### src/rtl/dds_channel_scheduler.sv
// Round-robin NCO channel issue into one shared dds core, with channel-tagged samples.
// Define DDS_SCHED_ERR_EN to build the dds-valid vs tag-valid check and sticky err.
module dds_channel_scheduler #(
    parameter int  NUM_CH      = 4,
    parameter int  PHASE_DW    = 16,
    parameter int  OUT_DW      = 16,
    parameter int  DDS_LATENCY = 4,
    localparam int CH_W        = $clog2(NUM_CH)
) (
    input  logic                clk,
    input  logic                reset,
    input  logic                enable,
    input  logic                cfg_valid,
    output logic                cfg_ready,
    input  logic [CH_W-1:0]     cfg_ch,
    input  logic [PHASE_DW-1:0] cfg_ftw,
    input  logic [PHASE_DW-1:0] cfg_poff,
    input  logic                cfg_clr,
    input  logic                cfg_commit,
    output logic [PHASE_DW-1:0] m_axis_dds_phase_tdata,
    output logic                m_axis_dds_phase_tvalid,
    input  logic [OUT_DW-1:0]   s_axis_dds_out_tdata,
    input  logic                s_axis_dds_out_tvalid,
    output logic [OUT_DW-1:0]   m_axis_out_tdata,
    output logic [CH_W-1:0]     m_axis_out_tuser,
    output logic                m_axis_out_tvalid,
    output logic                err
);
    localparam logic [CH_W-1:0] LAST = CH_W'(NUM_CH - 1);

    typedef logic [PHASE_DW-1:0] ph_t;
    typedef struct packed {
        logic            vld;
        logic [CH_W-1:0] ch;
    } tag_t;

    ph_t               acc_q   [NUM_CH];
    ph_t               acc_d   [NUM_CH];
    ph_t               ftw_q   [NUM_CH];
    ph_t               ftw_d   [NUM_CH];
    ph_t               poff_q  [NUM_CH];
    ph_t               poff_d  [NUM_CH];
    ph_t               sftw_q  [NUM_CH];
    ph_t               sftw_d  [NUM_CH];
    ph_t               spoff_q [NUM_CH];
    ph_t               spoff_d [NUM_CH];
    logic [NUM_CH-1:0] sclr_q, sclr_d;
    logic [CH_W-1:0]   slot_q, slot_d;
    logic              pend_q, pend_d;
    logic              rdy_q;
    logic              beat, ch_ok, req, cpoint, do_commit;

    ph_t               ph_data_q;
    logic              ph_vld_q;
    logic [CH_W-1:0]   iss_ch_q;

    tag_t              tag_q [DDS_LATENCY];
    logic [OUT_DW-1:0] out_data_q;
    logic [CH_W-1:0]   out_user_q;
    logic              out_vld_q;

    assign cfg_ready = rdy_q & ~pend_q;

    always_comb begin
        beat      = cfg_valid & cfg_ready;
        ch_ok     = int'(cfg_ch) < NUM_CH;
        req       = beat & ch_ok & cfg_commit;
        cpoint    = enable ? (slot_q == LAST) : (slot_q == '0);
        do_commit = cpoint & (pend_q | req);
        sftw_d    = sftw_q;
        spoff_d   = spoff_q;
        sclr_d    = sclr_q;
        ftw_d     = ftw_q;
        poff_d    = poff_q;
        acc_d     = acc_q;
        pend_d    = pend_q | req;
        slot_d    = slot_q;
        if (beat && ch_ok) begin
            sftw_d[cfg_ch]  = cfg_ftw;
            spoff_d[cfg_ch] = cfg_poff;
            sclr_d[cfg_ch]  = cfg_clr;
        end
        if (enable) begin
            acc_d[slot_q] = acc_q[slot_q] + ftw_q[slot_q];
            slot_d        = (slot_q == LAST) ? '0 : slot_q + CH_W'(1);
        end
        // Shadow already holds any same-cycle beat, so it joins this commit.
        if (do_commit) begin
            ftw_d  = sftw_d;
            poff_d = spoff_d;
            for (int k = 0; k < NUM_CH; k++) begin
                if (sclr_d[k]) acc_d[k] = '0;
            end
            sclr_d = '0;
            pend_d = 1'b0;
        end
    end

    always_ff @(posedge clk) begin
        if (reset) begin
            for (int k = 0; k < NUM_CH; k++) begin
                acc_q[k]   <= '0;
                ftw_q[k]   <= '0;
                poff_q[k]  <= '0;
                sftw_q[k]  <= '0;
                spoff_q[k] <= '0;
            end
            sclr_q    <= '0;
            slot_q    <= '0;
            pend_q    <= 1'b0;
            rdy_q     <= 1'b0;
            ph_data_q <= '0;
            ph_vld_q  <= 1'b0;
            iss_ch_q  <= '0;
        end else begin
            acc_q    <= acc_d;
            ftw_q    <= ftw_d;
            poff_q   <= poff_d;
            sftw_q   <= sftw_d;
            spoff_q  <= spoff_d;
            sclr_q   <= sclr_d;
            slot_q   <= slot_d;
            pend_q   <= pend_d;
            rdy_q    <= 1'b1;
            ph_vld_q <= enable;
            if (enable) begin
                ph_data_q <= acc_q[slot_q] + poff_q[slot_q];
                iss_ch_q  <= slot_q;
            end
        end
    end

    always_ff @(posedge clk) begin
        if (reset) begin
            for (int i = 0; i < DDS_LATENCY; i++) tag_q[i] <= '0;
            out_data_q <= '0;
            out_user_q <= '0;
            out_vld_q  <= 1'b0;
        end else begin
            tag_q[0] <= '{vld: ph_vld_q, ch: iss_ch_q};
            for (int i = 1; i < DDS_LATENCY; i++) tag_q[i] <= tag_q[i-1];
            out_data_q <= s_axis_dds_out_tdata;
            out_user_q <= tag_q[DDS_LATENCY-1].ch;
            out_vld_q  <= s_axis_dds_out_tvalid;
        end
    end

    assign m_axis_dds_phase_tdata  = ph_data_q;
    assign m_axis_dds_phase_tvalid = ph_vld_q;
    assign m_axis_out_tdata        = out_data_q;
    assign m_axis_out_tuser        = out_user_q;
    assign m_axis_out_tvalid       = out_vld_q;

`ifdef DDS_SCHED_ERR_EN
    logic [DDS_LATENCY-1:0] live_q;
    logic                   err_q;

    // live_q masks the compare until tags issued after reset reach the tail.
    always_ff @(posedge clk) begin
        if (reset) begin
            live_q <= '0;
            err_q  <= 1'b0;
        end else begin
            live_q <= (live_q << 1) | DDS_LATENCY'(1);
            if (live_q[DDS_LATENCY-1] &&
                (s_axis_dds_out_tvalid != tag_q[DDS_LATENCY-1].vld))
                err_q <= 1'b1;
        end
    end

    assign err = err_q;
`else
    assign err = 1'b0;
`endif

endmodule

### config.mk
export PLATFORM = sky130hd
export DESIGN_NAME = dds_channel_scheduler
export DESIGN_NICKNAME = d
export VERILOG_FILES = /design/src/rtl/dds_channel_scheduler.sv
export SDC_FILE = /design/constraint.sdc
export NUM_CORES = 1
export LEC_CHECK = 0
export CORE_ASPECT_RATIO = 1.2
export CORE_UTILIZATION = 40
export CTS_CLUSTER_DIAMETER = 80
export DETAILED_ROUTE_END_ITERATION = 10
export GPL_TIMING_DRIVEN = 0
export PLACE_DENSITY = 0.6
export SYNTH_ARGS = -nofsm -noshare
export SYNTH_HDL_FRONTEND = slang
export SYNTH_SLANG_ARGS = --single-unit
### constraint.sdc
create_clock -name clk -period 4.7 [get_ports clk]
set_input_delay 0.94 -clock clk [delete_from_list [all_inputs] [get_ports clk]]
set_output_delay 0.94 -clock clk [all_outputs]
set_load 0.02 [all_outputs]
Yosys cells after proc, flatten, opt, wreduce, memory -nomap -nowiden. Memory sizes are Yosys's and may differ from the RTL's. A register that Yosys moved wholly into a read port is not among the register bits. Cells that the tools add are included.

Add/sub/neg operators: 3. $lt $le $gt $ge: 6. Equal/unequal tests: 1. Muxes and demuxes: 37. Bitwise operators: 12. Reductions and logical operators: 5.

Operators with widths (number): 64-bit 2-to-1 mux (4); 64-bit bitwise mux (3); 16-bit 2-to-1 mux (12); 16-bit binary-select mux with 2-bit select (3); 16-bit demux with 2-bit select (2); 16-bit adder (2); 3-bit 2-to-1 mux (4); 3-bit greater-or-equal comparator (second input constant) (2); 3-bit by 1-bit < comparator with 1-bit output (second input constant) (2); 2-bit NOT with 3-bit output (2); 1-bit 2-to-1 mux (5); 1-bit bitwise OR (5); 1-bit bitwise AND (4); 4-bit bitwise mux (1); 4-bit 2-to-1 mux (1); 1-bit logical AND (3); 2-bit by 3-bit < comparator with 1-bit output (second input constant) (1); 2-bit by 1-bit adder with 2-bit output (second input constant) (1); 1-bit demux with 2-bit select (1); 2-bit equality test (second input constant) (1); 2-bit by 1-bit greater-or-equal comparator with 1-bit output (second input constant) (1); 2-bit logical NOT (1); 2-bit 2-to-1 mux (1); 2-bit OR reduction (1); 1-bit NOT (1).

Register bits: 364. Bits in writable memories: 12. Output and inout port bits: 38. Memories kept: 1.

Memory list: tag_q (words 4, width 3, read ports 4, clocked after Yosys merged registers in 1, wr ports 4, RTL line 57) `tag_t tag_q [DDS_LATENCY];`.

Logic depth before layout (Yosys ltp). Gate-level depths: netlist (run 1).

Depth after elaboration: 9. Depth in mapped cells: 13.

Worst setup path after synthesis (run 1). Ideal clock, no wire load.

Kind: register to register. From: register slot_q[1]. To: register acc_q[44] (netlist bit). Data arrival time: 3.664 ns. Data required time: 4.633 ns. Setup slack: 0.968 ns. Stages on the path, launching flop included: 13. Path buffers: 3. Path through: dfxtp_1 clkbuf_1 buf_2 clkbuf_1 mux4_2 ha_1 fa_1 a21o_1 a22o_4 a2111o_1 nand3_2 or3b_1 a21oi_2.

Longest elaborated chain between the ends: 9. Elaborated cells between the ends (all ways): 21.

Ends and longest elaborated chain: start, declared (RTL line 48) `logic [CH_W-1:0] slot_q, slot_d;`; start signal, assigned (RTL line 122) `slot_q <= slot_d;`; 2-bit NOT with 3-bit output (not written as such) (RTL line 84) `acc_d[slot_q] = acc_q[slot_q] + ftw_q[slot_q];`; 16-bit binary-select mux with 2-bit select, or another cell as far along (RTL line 84); 16-bit 2-to-1 mux (not written as such) or 1-bit logical AND (tied branches) (RTL line 84); 16-bit 2-to-1 mux (not written as such) (RTL line 84); 16-bit adder or 16-bit demux with 2-bit select (tied branches) (RTL line 84); 64-bit bitwise mux (RTL line 84); 64-bit 2-to-1 mux (RTL line 83) `if (enable) begin`; 16-bit 2-to-1 mux (RTL line 92) `if (sclr_d[k]) acc_d[k] = '0;`; 64-bit 2-to-1 mux * (RTL line 88) `if (do_commit) begin`; end signal, assigned by index (RTL line 102) `acc_q[k] <= '0;`; end signal, assigned (RTL line 116) `acc_q <= acc_d;`; end, declared (RTL line 37) `ph_t acc_q [NUM_CH];`.

Mark *: on every way between the ends. The rest lies on a longest branch, timed or not. The select of a mux whose other input is x is not followed. A chain may end at the register's enable or synchronous reset.

Final worst setup path (run 1).
From: register slot_q[1]. To: register acc_q[28] (netlist bit).

The elaborated chain is that of the path after synthesis.

==> results.py, run 1 <==
metrics = {
    "grt": {
        "grt_pass1_vias": 12000,
        "grt_overflow": 0,
        "grtUsageTotal_pct": 23.3,
        "grt_max_degree": 15,
        "antenna_found_initial": 0,
        "grt_pass1_wl_um": 69600,
    },
    "detailed_routing": {
        "viasPerCell": 5.48,
        "wire_per_inst_um": 20.7,
        "drt-pass1-iter-count": 5,
        "vias": 12000,
        "drt-initial-drc-count": 760,
        "drc": 0,
        "routed_wl_um": 45300,
        "ant_nets": 0,
    },
    "layout": {
        "final_area_sq_mm": 0.0181,
        "drive_gt1_share_pct": 8.95,
        "antennaDiodeCount": 0,
        "multiInputGateArea_sq_mm": 0.00735,
        "regArea_sq_mm": 0.00749,
        "fillers": 3534,
        "area_growth_pct": 18.0,
        "fin_cells": 2189,
        "final_nets": 1777,
    },
    "worst_setup_path": {
        "cp_slowest_stage_delay_ns": 0.48,
        "critical_path.cell_chain": "clkbuf_1 -> buf_2 -> clkbuf_2 -> mux4_2 -> ha_1 -> fa_1 -> a21o_1 -> a22o_4 -> a2111o_1 -> nand3_2 -> or3b_1 -> a21oi_2",
        "crit_path_start_kind": "register",
        "crit_type": "reg -> reg",
        "cp_top_family": "buffers and inverters",
        "critPathRequiredTime_ns": 5.17,
        "timing.critical_path.slowest_stage_cell": "fa_1",
        "arrival_ns": 4.79,
        "crit_path_max_fanout": 10,
        "path_buf_inv": 3,
        "cp-end-kind": "register",
    },
    "clocking": {
        "clk_latency_ns": 0.54,
        "cts-hold-fix-buffers": 0,
        "clock_path_buffers": 3,
        "cts_setup_buffers": 0,
        "cts_tree": "built",
        "numCtsBuffers": 39,
        "htreeDepth": 2,
        "cts.sinks": 374,
        "clkTransAtPathRegs_ns": 0.06,
        "cts_root_buf": "clkbuf_16",
    },
    "placement": {
        "place_hpwl_um": 32900,
        "io_buffer_count": 92,
        "place_ws_ns": -0.129,
        "dp_cells": 2123,
        "gp_congestion": 0.904,
        "placed_area_sq_mm": 0.0169,
    },
    "synth": {
        "synthMuxAreaShare_pct": 16.4,
        "synth_async_sr_flop_share_pct": 0,
        "avgSynthCellArea_sq_um": 9.89,
        "synth-seq-area-share_pct": 48.8,
        "synth_top_family_by_area": "multiplexers",
        "synth-simple-area-share_pct": 14.4,
        "syn_inst": 1551,
        "synth_compound_area_share_pct": 13.1,
        "synth_fa_ha_area_share_pct": 3.03,
        "synth_ff_type": "dfxtp_1",
        "syn-cell-area_sq_mm": 0.0153,
        "ys_ff_latch": 374,
        "synth-xor-area-share_pct": 0.971,
        "synth-edff-count": 0,
        "ys_types": 61,
        "syn_nets": 1644,
        "ys_warn_count": 0,
    },
    "min_path": {
        "min-delay-path-class": "reg -> reg",
    },
    "sta": {
        "worst_slack_ns": 0.376,
        "setup_tns_ns": 0,
        "finalCritPeriodShare_pct": 92.0,
        "finalClockSkew_ns": 0.0146,
        "rsz0062_at_grt": "no",
        "slew_violations": 0,
        "slew_headroom_pct": 26.9,
        "period_minus_slack_ns": 4.32,
        "hold_viol": 0,
        "finalSetupViolCount": 0,
        "fmax_ghz": 0.231,
        "tightest_slew_ns": 1.10,
    },
    "run_status": {
        "outcome": "complete, no violations",
    },
    "pwr": {
        "power_leakage_nw": 6.99,
        "p_per_area_mw_per_mm2": 391,
        "vdd_drop_max_mv": 0.354,
    },
    "floorplan": {
        "die_h_um": 217,
        "fp.dieW_um": 181,
        "io_pins": 95,
        "row_count": 78,
        "dieArea_sq_mm": 0.0391,
        "start_util_pct": 40.6,
        "core-area_sq_mm": 0.0378,
    },
    "job": {
        "cap_violations": 0,
    },
}
## Yosys cell counts (all sizes together), types with 4 or more instances
| cell type | n | area [sq um] |
|---|---|---|
| o21ai | 24 | 124 |
| clkbuf | 80 | 300 |
| ha | 34 | 425 |
| nor3 | 14 | 75.1 |
| o31ai | 4 | 30.0 |
| nor2b | 30 | 188 |
| and3 | 9 | 57.6 |
| o21a | 4 | 30.0 |
| a21oi | 77 | 393 |
| a211oi | 142 | 1070 |
| xnor2 | 9 | 78.8 |
| or3 | 10 | 62.6 |
| xor2 | 8 | 70.1 |
| nor2 | 330 | 1240 |
| nand3 | 23 | 120 |
| buf | 34 | 169 |
| a21o | 14 | 105 |
| dfxtp | 374 | 7490 |
| nand3b | 5 | 37.5 |
| a31oi | 9 | 56.3 |
| inv | 8 | 30.0 |
| mux2i | 142 | 1420 |
| nand2 | 66 | 248 |
| and2 | 6 | 37.5 |
| mux4 | 48 | 1080 |
| nand2b | 6 | 37.5 |
| nand4 | 8 | 50.1 |
## sequential cells by signal, summed over array words and instances, names as in the netlist, 2 cells and up
signal / flops
m_axis_dds_phase_tdata: 16
m_axis_out_tuser: 2
sftw_q: 64
sclr_q: 4
slot_q: 2
iss_ch_q: 2
tag_q: 8
spoff_q: 64
m_axis_out_tdata: 16
ftw_q: 64
acc_q: 64
poff_q: 64
## power by group
group	leakage, nW	internal (mW)	total (mW)	switching, mW
clock network	0.623	1.77	3.03	1.26
logic	3.33	0.275	0.725	0.450
registers	3.03	3.28	3.33	0.0504
## metal layers
layer  track usage [%]  up-vias  share of wire [%]  wire length, um
met4              9.17        0                3.3             1500
met2              40.8      341                 49            22300
met3              3.73       90                5.5             2500
li1                  -     5771                  -                -
met1              28.4     5797                 42            19000
met5                 0        -                  0                0
## final cells by class
class                   instances  area share, %
flip-flops and latches        374           41.4
multi-input cells            1054           40.6
clock buffers                  53           6.18
repair buffers                 92           5.09
well taps                     480           3.32
plain buffers                 114           2.60
clock inverters                13          0.657
inverters                       9          0.187
## layout by cell type (no fill, tap or decap), drive strengths merged, types with 48 or more instances in the layout
cell type,synthesis,routed
mux2i,142,142
clkdlybuf4s50,0,92
a21oi,77,77
dfxtp,374,374
clkbuf,80,133
mux4,48,48
nor2,330,330
a211oi,142,142
nand2,66,66
## final timing paths
check,endpoint,depth (start not counted),from,slack (ns)
setup / recovery,acc_q[28],12,slot_q[1],0.38
hold / removal,tag_q[3][1],1,tag_q[2][1],0.43
setup reg to reg,acc_q[28],12,slot_q[1],0.38
hold reg to reg,tag_q[3][1],1,tag_q[2][1],0.43
## kinds of logic (layout without fill, tap and decap cells)
logic type / Yosys count / count (layout)
buffers and inverters: 123 / 281
AOI/OAI and AO/OA: 295 / 295
muxes: 191 / 191
and+or+nand+nor: 514 / 514
DFF: 374 / 374
adders and majority gates: 36 / 36
other: 1 / 1
xor gates and xnor gates: 17 / 17
## timing repair
action,in CTS,in global routing
gates resized for setup,1,3
gates cloned,0,0
setup endpoints to repair,3,7
## per-stage QoR
step	utilization, %	total power, mW	hold WS, ns
finish	47.9	7.09	0.434
global route	47.9	7.35	0.456
CTS	47.9	7.14	0.435
detailed placement	44.6	4.12	0.421
global placement	44.6	4.11	0.417
floorplan	-	3.83	0.414
Power figures use the tool's default switching activity.
==> run 2, diff against run 1 <==
ABC_AREA = 1   (was not set)
CAP_MARGIN = 20   (was not set)
==> run 2 against run 1 <==
Against the previous run: register-to-register slack improved by 0.26 ns; cell count rose by 44%; clock-buffer cell count rose by 3; critical path type unchanged; highest routed layer unchanged.
==> results.py, run 2 <==
metrics = {
    "sta": {
        "hold_viol": 0,
        "fmax_ghz": 0.246,
        "tightest_slew_ns": 1.12,
        "setup_tns_ns": 0,
        "finalClockSkew_ns": 0.0199,
        "rsz0062_at_grt": "no",
        "finalCritPeriodShare_pct": 86.6,
        "slew_violations": 0,
        "slew_headroom_pct": 25.2,
        "period_minus_slack_ns": 4.07,
        "finalSetupViolCount": 0,
        "worst_slack_ns": 0.632,
    },
    "layout": {
        "layout_commonest_cell": "nor2_1",
        "most-common-layout-cells": "nor2_1 (504), nand2_1 (482), dfxtp_1 (374), inv_1 (326), a21oi_1 (181)",
        "fillers": 4222,
        "antennaDiodeCount": 0,
        "final_util_pct": 48.2,
        "final_nets": 2669,
        "area_growth_pct": 18.2,
        "drive_gt1_share_pct": 7.56,
    },
    "detailed_routing": {
        "routed_wl_um": 54500,
        "drc": 0,
        "ant_nets": 0,
        "drt-initial-drc-count": 1340,
        "drt-pass1-iter-count": 7,
        "wire_per_inst_um": 17.3,
        "viasPerCell": 5.03,
        "vias": 15800,
    },
    "pwr": {
        "pwr-share-comb_pct": 18.4,
        "p_switching_mw": 2.46,
        "clock_power_share_pct": 40.6,
        "p_seq_share_pct": 41.0,
        "p_per_area_mw_per_mm2": 425,
        "netSwitchingFraction_pct": 29.3,
        "internal-power_mw": 5.94,
        "vdd_drop_max_mv": 0.315,
        "power_leakage_nw": 9.74,
    },
    "clocking": {
        "cts-hold-fix-buffers": 0,
        "clock_path_buffers": 3,
        "cts_resized": 0,
        "cts_root_buf": "clkbuf_16",
        "clk_latency_ns": 0.55,
        "htreeDepth": 2,
        "cts.sinks": 374,
        "clkTransAtPathRegs_ns": 0.07,
        "cts_tree": "built",
        "numCtsBuffers": 40,
        "cts_setup_buffers": 0,
    },
    "worst_setup_path": {
        "crit_path_start_kind": "register",
        "critPathRequiredTime_ns": 5.16,
        "cp-end-kind": "register",
        "cp_slowest_stage_delay_ns": 0.70,
        "crit_top_cell": "nand2_1",
        "critical_path.cell_chain": "buf_2 -> buf_2 -> buf_2 -> clkbuf_1 -> nor2_1 -> o22ai_1 -> ha_1 -> nand2_1 -> inv_1 -> nand2_1 -> nand2_1 -> a21oi_1 -> nand2_1 -> nand2_1 -> nand3_1 -> nand2_1 -> inv_1",
        "r2r_slack_ns": 0.63,
        "timing.critical_path.slowest_stage_cell": "clkbuf_1",
        "crit_type": "reg -> reg",
        "arrival_ns": 4.52,
        "crit_path_max_fanout": 10,
    },
    "synth": {
        "syn-cell-area_sq_mm": 0.0167,
        "synth_ff_type": "dfxtp_1",
        "synth_top_area_share_pct": 44.8,
        "ys_warn_count": 0,
        "synth_common_cells": "nor2_1 (504), nand2_1 (482), dfxtp_1 (374)",
        "synth-edff-count": 0,
        "ys_ff_latch": 374,
        "avgSynthCellArea_sq_um": 6.84,
        "synth.area.top_cells": "dfxtp_1 (45%), nor2_1 (11%), nand2_1 (11%), inv_1 (7.3%), a21oi_1 (5.4%)",
        "syn_inst": 2441,
        "synth.most_common_cell": "nor2_1",
        "yosysTopAreaCell": "dfxtp_1",
        "synth_async_sr_flop_share_pct": 0,
        "ys_types": 35,
        "synth-seq-area-share_pct": 44.8,
        "syn_nets": 2534,
    },
    "grt": {
        "grt_max_degree": 14,
        "grtUsageTotal_pct": 25.6,
        "antenna_found_initial": 0,
        "grt_pass1_wl_um": 83500,
        "grt_pass1_vias": 14900,
        "grt_overflow": 0,
    },
    "floorplan": {
        "fp.dieW_um": 189,
        "row_count": 81,
        "start_util_pct": 40.8,
        "io_pins": 95,
        "core-area_sq_mm": 0.0409,
        "dieArea_sq_mm": 0.0426,
        "die_h_um": 226,
    },
    "placement": {
        "io_buffer_count": 93,
        "place_ws_ns": 0.741,
        "gp_congestion": 0.921,
        "place_hpwl_um": 40400,
    },
    "job": {
        "cap_violations": 0,
    },
    "min_path": {
        "min-delay-path-class": "reg -> reg",
    },
    "run_status": {
        "outcome": "complete, no violations",
    },
}
-- run 2: cell types whose count changed after synthesis, moves of 48 or more --
| cell | previous run | this run |
|---|---|---|
| nand2_1 | 66 | 482 |
| inv_1 | 8 | 326 |
| nor2_1 | 330 | 504 |
| mux2i_1 | 142 | 0 |
| a211oi_1 | 142 | 7 |
| nand3_1 | 22 | 135 |
| a21oi_1 | 75 | 181 |
| o21ai_0 | 20 | 116 |
| or2_2 | 1 | 63 |
| mux4_2 | 48 | 0 |
-- run 2: final cells by class --
type	instances	area [sq um]	area share [%]
sequential	374	7490	37.9
multi-input combinational	1609	7380	37.4
inverter	336	1260	6.39
clock buffer	56	1200	6.10
timing repair buffer	93	931	4.72
tap	539	674	3.42
buffer	122	572	2.90
clock inverter	16	223	1.13
-- run 2: power by group through the flow --
| stage | registers, mW | logic [mW] | clock network (mW) |
|---|---|---|---|
| global route | 3.46 | 1.70 | 3.57 |
| detailed placement | 3.51 | 1.52 | 0 |
| CTS | 3.44 | 1.53 | 3.45 |
| global placement | 3.51 | 1.50 | 0 |
| floorplan | 3.52 | 0.964 | 0 |
| finish | 3.44 | 1.54 | 3.41 |
-- run 2: metal layers --
| metal | global-route usage (%) | vias to the layer above | share of wire [%] |
|---|---|---|---|
| li1 | - | 7834 | - |
| met1 | 32.0 | 7354 | 43 |
| met2 | 43.9 | 532 | 47 |
| met3 | 3.19 | 109 | 5.8 |
| met4 | 11.2 | 0 | 4.0 |
| met5 | 0 | - | 0 |
-- run 2: critical path, delay by kind of cell (launching register included) --
family          cells  cell delay, ns
flops               1            0.36
fa+ha+maj           1            0.41
compound gates      2            0.84
simple gates        8            0.81
buf+inv             6            1.55
-- run 2: logic make-up (layout without fill, tap and decap cells) --
logic type / after synthesis / in the layout / synth area share (%)
other: 1 / 1 / 0.0225
DFF: 374 / 374 / 44.8
AOI/OAI and AO/OA: 358 / 358 / 11.3
adders and majority gates: 36 / 36 / 2.79
buffers and inverters: 458 / 623 / 11.0
xor gates and xnor gates: 10 / 10 / 0.524
and+or+nand+nor: 1204 / 1204 / 29.5
-- run 2: path summary, 6_finish.rpt --
kind               startpoint                  end  cells past startpoint
setup / recovery    slot_q[0]            acc_q[47]                     17
hold / removal    tag_q[3][1]  m_axis_out_tuser[1]                      2
setup reg to reg    slot_q[0]            acc_q[47]                     17
hold reg to reg   tag_q[3][1]  m_axis_out_tuser[1]                      2
-- run 2: stage by stage --
stage / power (mW) / hold slack (ns) / std cells / cell area [sq um]
after floorplan: 4.48 / 0.388 / 2441 / 16700
after global placement: 5.01 / 0.389 / 3073 / 18300
after detailed placement: 5.03 / 0.396 / 3073 / 18300
after CTS: 8.42 / 0.404 / 3145 / 19700
after global routing: 8.74 / 0.418 / 3145 / 19700
final: 8.39 / 0.400 / 3145 / 19700
==> run 3, diff against run 2 <==
CAP_MARGIN = 0   (was 20)
==> results of run 3 <==
The final DEF is identical to that of run 2; final timing and power are the same.
